$ cat src/rtl/rv_dmem_arb_if.sv
// D_MEM arbiter request type and bus bundle shared by the arbiter,
// the core MA stage, the external requester and D_MEM.
package rv_dmem_pkg;
    typedef struct packed {
        logic        wr_en;
        logic        rd_en;
        logic [31:0] address;
        logic [31:0] wr_data;
        logic [3:0]  byte_en;
        logic        is_signed;
    } t_core2mem_req;
endpackage

interface rv_dmem_arb_if;
    import rv_dmem_pkg::*;

    t_core2mem_req core2dmem_req_Q103H;
    logic          core_ready_Q103H;
    logic          ext_req_valid;
    t_core2mem_req ext_req;
    logic          ext_req_ready;
    logic          ext_rsp_valid;
    logic [31:0]   ext_rd_data;
    t_core2mem_req arb2dmem_req;
    logic [31:0]   dmem_rd_data;

    modport slave (
        input  core2dmem_req_Q103H,
        input  ext_req_valid,
        input  ext_req,
        input  dmem_rd_data,
        output core_ready_Q103H,
        output ext_req_ready,
        output ext_rsp_valid,
        output ext_rd_data,
        output arb2dmem_req
    );

    modport master (
        output core2dmem_req_Q103H,
        output ext_req_valid,
        output ext_req,
        output dmem_rd_data,
        input  core_ready_Q103H,
        input  ext_req_ready,
        input  ext_rsp_valid,
        input  ext_rd_data,
        input  arb2dmem_req
    );
endinterface

$ cat src/rtl/rv_dmem_arb.sv
// Single-port D_MEM arbiter between core MA stage and an external requester.
// Define DMEM_ARB_RR_EN for round-robin on contention instead of core priority.
module rv_dmem_arb
    import rv_dmem_pkg::*;
#(
    parameter int RD_LAT     = 1,
    parameter int MAX_STREAK = 4
) (
    input  logic         clk,
    input  logic         rst,
    rv_dmem_arb_if.slave bus
);

    logic              core_req;
    logic              ext_act;
    logic              both;
    logic              core_wins;
    logic              core_grant;
    logic              ext_grant;
    logic              rd_grant;
    logic              streak_hit;
    logic [3:0]        streak_cnt;
    logic [RD_LAT-1:0] trk_valid;
    logic [RD_LAT-1:0] trk_owner;
    logic              rsp;
    t_core2mem_req     arb_req;

    assign core_req   = bus.core2dmem_req_Q103H.wr_en
                      | bus.core2dmem_req_Q103H.rd_en;
    assign ext_act    = bus.ext_req_valid
                      & (bus.ext_req.wr_en | bus.ext_req.rd_en);
    assign both       = core_req & ext_act;
    assign streak_hit = (streak_cnt == 4'(MAX_STREAK));

`ifdef DMEM_ARB_RR_EN
    logic last_winner;

    // last_winner = 1 means ext won the previous contended cycle
    assign core_wins = last_winner;

    always_ff @(posedge clk) begin
        if (rst) begin
            last_winner <= 1'b1;
        end else if (both) begin
            last_winner <= ext_grant;
        end
    end
`else
    assign core_wins = ~streak_hit;
`endif

    always_comb begin
        core_grant = 1'b0;
        ext_grant  = 1'b0;
        if (!rst) begin
            if (both) begin
                core_grant = core_wins;
                ext_grant  = ~core_wins;
            end else begin
                core_grant = core_req;
                ext_grant  = ext_act;
            end
        end
    end

    always_comb begin
        arb_req = '0;
        if (core_grant) begin
            arb_req = bus.core2dmem_req_Q103H;
        end else if (ext_grant) begin
            arb_req = bus.ext_req;
        end
    end

    assign rd_grant = arb_req.rd_en;

    assign bus.arb2dmem_req     = arb_req;
    assign bus.core_ready_Q103H = rst | ~core_req | core_grant;
    assign bus.ext_req_ready    = ext_grant;

    always_ff @(posedge clk) begin
        if (rst) begin
            streak_cnt <= 4'd0;
        end else if (ext_grant || !ext_act) begin
            streak_cnt <= 4'd0;
        end else if (core_grant && !streak_hit) begin
            streak_cnt <= streak_cnt + 4'd1;
        end
    end

    // Read tracking: owner bit 1 marks an ext read
    always_ff @(posedge clk) begin
        if (rst) begin
            trk_valid <= '0;
            trk_owner <= '0;
        end else begin
            trk_valid[0] <= rd_grant;
            trk_owner[0] <= ext_grant;
            for (int i = 1; i < RD_LAT; i++) begin
                trk_valid[i] <= trk_valid[i-1];
                trk_owner[i] <= trk_owner[i-1];
            end
        end
    end

    assign rsp = ~rst & trk_valid[RD_LAT-1] & trk_owner[RD_LAT-1];

    assign bus.ext_rsp_valid = rsp;
    assign bus.ext_rd_data   = rsp ? bus.dmem_rd_data : 32'd0;

endmodule

$ cat src/flat_wrapper.sv
// flat-port wrapper written by rule: the top's interface ports become plain ports
module rv_dmem_arb_flat import rv_dmem_pkg::*;
#(
    parameter int RD_LAT     = 1,
    parameter int MAX_STREAK = 4
)
  (clk, rst, bus_core2dmem_req_Q103H, bus_ext_req_valid, bus_ext_req, bus_dmem_rd_data, bus_core_ready_Q103H, bus_ext_req_ready, bus_ext_rsp_valid, bus_ext_rd_data, bus_arb2dmem_req);
  rv_dmem_arb_if bus_i ();
  input  logic clk;
  input  logic rst;
  input wire logic [$bits(bus_i.core2dmem_req_Q103H)-1:0] bus_core2dmem_req_Q103H;
  input wire logic [$bits(bus_i.ext_req_valid)-1:0] bus_ext_req_valid;
  input wire logic [$bits(bus_i.ext_req)-1:0] bus_ext_req;
  input wire logic [$bits(bus_i.dmem_rd_data)-1:0] bus_dmem_rd_data;
  output wire logic [$bits(bus_i.core_ready_Q103H)-1:0] bus_core_ready_Q103H;
  output wire logic [$bits(bus_i.ext_req_ready)-1:0] bus_ext_req_ready;
  output wire logic [$bits(bus_i.ext_rsp_valid)-1:0] bus_ext_rsp_valid;
  output wire logic [$bits(bus_i.ext_rd_data)-1:0] bus_ext_rd_data;
  output wire logic [$bits(bus_i.arb2dmem_req)-1:0] bus_arb2dmem_req;
  assign bus_i.core2dmem_req_Q103H = bus_core2dmem_req_Q103H;
  assign bus_i.ext_req_valid = bus_ext_req_valid;
  assign bus_i.ext_req = bus_ext_req;
  assign bus_i.dmem_rd_data = bus_dmem_rd_data;
  assign bus_core_ready_Q103H = bus_i.core_ready_Q103H;
  assign bus_ext_req_ready = bus_i.ext_req_ready;
  assign bus_ext_rsp_valid = bus_i.ext_rsp_valid;
  assign bus_ext_rd_data = bus_i.ext_rd_data;
  assign bus_arb2dmem_req = bus_i.arb2dmem_req;
  rv_dmem_arb #(.RD_LAT(RD_LAT), .MAX_STREAK(MAX_STREAK)) u_core (.clk(clk), .rst(rst), .bus(bus_i));
endmodule
$ cat config.mk
export PLATFORM = sky130hd
export DESIGN_NAME = rv_dmem_arb_flat
export DESIGN_NICKNAME = d
export VERILOG_FILES = /design/src/rtl/rv_dmem_arb_if.sv /design/src/rtl/rv_dmem_arb.sv /design/src/flat_wrapper.sv
export SDC_FILE = /design/constraint.sdc
export NUM_CORES = 1
export LEC_CHECK = 0
export CORE_AREA = 5 5 106 108
export CTS_CLUSTER_SIZE = 25
export DETAILED_ROUTE_END_ITERATION = 12
export DIE_AREA = 0 0 111 113
export GPL_TIMING_DRIVEN = 0
export HOLD_SLACK_MARGIN = 0.03
export PLACE_DENSITY = 0.74
export SLEW_MARGIN = 40
export SYNTH_ARGS = -nofsm -noshare
export SYNTH_HDL_FRONTEND = slang
export SYNTH_SLANG_ARGS = --single-unit
$ cat constraint.sdc
create_clock -name clk -period 1.6 [get_ports clk]
set_input_delay 0.16 -clock clk [delete_from_list [all_inputs] [get_ports clk]]
set_output_delay 0.16 -clock clk [all_outputs]
set_load 0.01 [all_outputs]
==> results.md <==
* Clk_lat worst skew at approximately 0.22 ns
* Critical path class: reg -> out
* Cells after Synth at between 300 and 400
* Pin count of the biggest net entering global routing at 11
* Syn_nets at 491
* Die Y at 113 um
* Total wire length at ~13000 um
* Routed wire per std cell at 17.57 um
* Die width at 111 um
* # diodes at 0
* Hold Crit Start: bus_ext_req_valid
* Drt first pass iters at 4
* Syn-to-layout area delta at 134.8%
* Crit end category: primary output
* RSZ-0062 raised after global routing: yes
* CP required at 1.44 ns
* Crit-path max FO at 5
* Max Fclk at 497.8 MHz
* Ports at 283
* Row count at 37
* Skew final at 0.004693 ns
* Vias in the first global route at 3778
* Worst R2R Start: u_core.streak_cnt[1]
* Seq/Total Area, Yosys at 4.681%
* Max clock buf depth at 2
* Max Cap Viol at 0
* Htree depth at 1
* DR vias/cell at between 4 and 5
* Syn Area/Cell at just over 8 um2
* Slew headroom at 74.78%
* Synth area leaders: o32ai_2, nand2b_1, inv_1
* Worst-Margin Slew at 0.3776 ns
* Cell chain of the critical path: inv_2 -> ha_4 -> and3b_2 -> o21bai_4 -> buf_6 -> buf_12 -> clkbuf_16 -> o32ai_2 -> buf_2
* Initial DRC count at between 60 and 70
* TNS Setup at -24.04 ns
* DRC errors left at 0
* Worst hold path type: in -> reg
* Cell Area, Synth at roughly 2600 um2
* GR met2 Demand/Resource at 38.75%
* CTS tree: yes
* Final period utilization at 125.5%
* Antenna-violating nets left at 0
* Worst Reg2Reg Path Length in Cells at 6
* Final Power at 0.001709 W
* Final Hold Viols at 0
* CTS Buf Count at 3
* Fin Hold WS at roughly 0.47 ns
* Post-synth top area share at 43.10%
* Routability cong. at 0.8505
* Failing checks: setup timing
* Fin crit period at ~2.0 ns
* Starting density of the core at 25.31%
* Layout cell share with drive strength beyond 1 at 35.82%
* Largest area contributor in the netlist: o32ai_2
* First-pass GRT wire length at about 20000 um
* R2r endpoint: u_core.streak_cnt[3]
* Yosys warnings at 0
* GR Overflow Total at 0
* Worst setup SP type: register
* Worst stage delay on the critical path at 0.32 ns
* Die area at roughly 13000 um2
* Clock sink count at 6
* FF-to-FF setup slack at 0.01 ns
* Met1 Use GR at 19.66%
* Peak supply drop at 0.0002046 V
* Core area at between 10000 and 15000 um2
* Slowest cell on the critical path: dfxtp_2
* Synth cell types at 28
* Place WS at -0.9629 ns
* Hold Path End: u_core.trk_valid
* Worst setup margin at -0.4088 ns
* Clk root buf: clkbuf_8
* Setup violators final at 73
* GRT met3 Usage at 7.112%
* Min-Delay Path Depth at 3
* Synthesized flop and latch total at 6
* Status: finished, violations left
* Global-route usage over all layers at about a fifth
* Most used routing layer: met2
* Vias at 3450
* DP Wirelength at ~11000 um
* Data arrival, critical path at 1.85 ns
* PD cells at 283.6 nW/um2
* CTS clock-pin slew for the worst setup and hold paths at 0.04 ns
* Initial antenna violation count at 2
* Final Max Tran Viols at 0
* Pleak at 2.705 nW
* Fin util at 59.42%
* Final net count at ~800
* Port buffer count at 282
## worst max path at each step
stage | from | slack (ns) | cells past startpoint | endpoint
2_1_floorplan | u_core.streak_cnt[0] | 0.05 | 7 | bus_arb2dmem_req[10]
3_3_place_gp | rst | -0.96 | 6 | bus_arb2dmem_req[7]
3_5_place_dp | rst | -0.96 | 6 | bus_arb2dmem_req[51]
4_1_cts | u_core.streak_cnt[1] | -0.39 | 9 | bus_arb2dmem_req[67]
5_1_grt | u_core.streak_cnt[1] | -0.47 | 9 | bus_arb2dmem_req[1]
6_report | u_core.streak_cnt[1] | -0.41 | 9 | bus_arb2dmem_req[66]
## layout by cell type (no fill, tap or decap), types with 3 or more instances in the layout
cell type and count:
clkdlybuf4s50_1 173, inv_1 71, nand2b_1 69, buf_2 65
o32ai_2 43, and2_1 32, dlygate4sd2_1 26, o32ai_4 25
buf_6 16, buf_4 14, buf_12 13, clkbuf_2 11
clkbuf_1 6, clkbuf_4 4, dfxtp_1 4, nor2_4 3
nor2_2 3, clkbuf_8 3, clkbuf_16 3
## worst max-delay path, delay by kind of cell (launching register included)
kind	cells	cell delay (ns)
AOI/OAI and AO/OA	2	0.28
DFF	1	0.32
buffers and inverters	5	0.67
adders and majority gates	1	0.13
and+or+nand+nor	1	0.22
## final cells by class
cell class	instances	area, um2
well taps	136	170.2
repair buffers	306	2786
inverters	73	274.0
flip-flops and latches	6	122.6
multi-input cells	199	2306
plain buffers	30	324.1
clock buffers	3	41.29
fillers	904	4114
## power breakdown
| group | switching [W] | leakage (nW) | internal (W) | total (W) |
|---|---|---|---|---|
| Sequential | 0.00000187 | 0.0498 | 0.000155 | 0.000157 |
| Combinational | 0.000541 | 2.63 | 0.000786 | 0.00133 |
| Clock | 0.0000637 | 0.0216 | 0.000161 | 0.000225 |
| Total | 0.000606 | 2.71 | 0.00110 | 0.00171 |
## registers in the layout, summed over array words and instances (netlist names)
| name | count |
|---|---|
| u_core.trk_valid | 1 |
| u_core.streak_cnt | 4 |
| u_core.trk_owner | 1 |
## metal layers
layer | part of all wire, % | wire length, um | vias up
met5 | 0.16 | 21 | -
met4 | 0.88 | 116 | 4
met3 | 9.8 | 1303 | 12
met2 | 55 | 7225 | 174
met1 | 35 | 4567 | 1583
li1 | - | - | 1677
## synth_stat cells
library cell  count
and3b_1           1
dfxtp_1           6
xnor2_1           1
and2_1           32
buf_2             9
o32ai_2          68
o21ai_2           1
nand3b_1          1
or4_1             1
o32ai_1           1
a21oi_1           3
o21bai_1          1
ha_1              2
o311ai_0          1
nand2_1           2
xor2_1            1
inv_1            73
buf_6             8
buf_12            1
nand3_1           1
a31o_2            1
o22ai_2           1
nor2_1            8
or4_4             1
o21ai_0           2
clkbuf_1         11
buf_4             5
nand2b_1         69
## cell families (layout without fill, tap and decap cells)
group                      Yosys count  after routing  synth area share [%]
xor gates and xnor gates             2              2                0.6827
and+or+nand+nor                    116            116                 27.65
adders and majority gates            2              2                0.9750
buffers and inverters              107            412                 19.80
AOI/OAI and AO/OA                   79             79                 46.22
DFF                                  6              6                 4.681
## per-stage QoR
step,cell area [um2],instances
6_report,6025,753
2_1_floorplan,2566,312
4_1_cts,5647,751
5_1_grt,6025,753
3_5_place_dp,5559,730
3_3_place_gp,5559,730
## repair_timing
action,4_1_cts,5_1_grt
resized for setup,388,83
hold buffers,0,0
pin swaps,5,9
endpoints found under the setup margin,108,88
setup buffers,16,4
gates cloned,2,3
(Power assumes the default switching activity.)
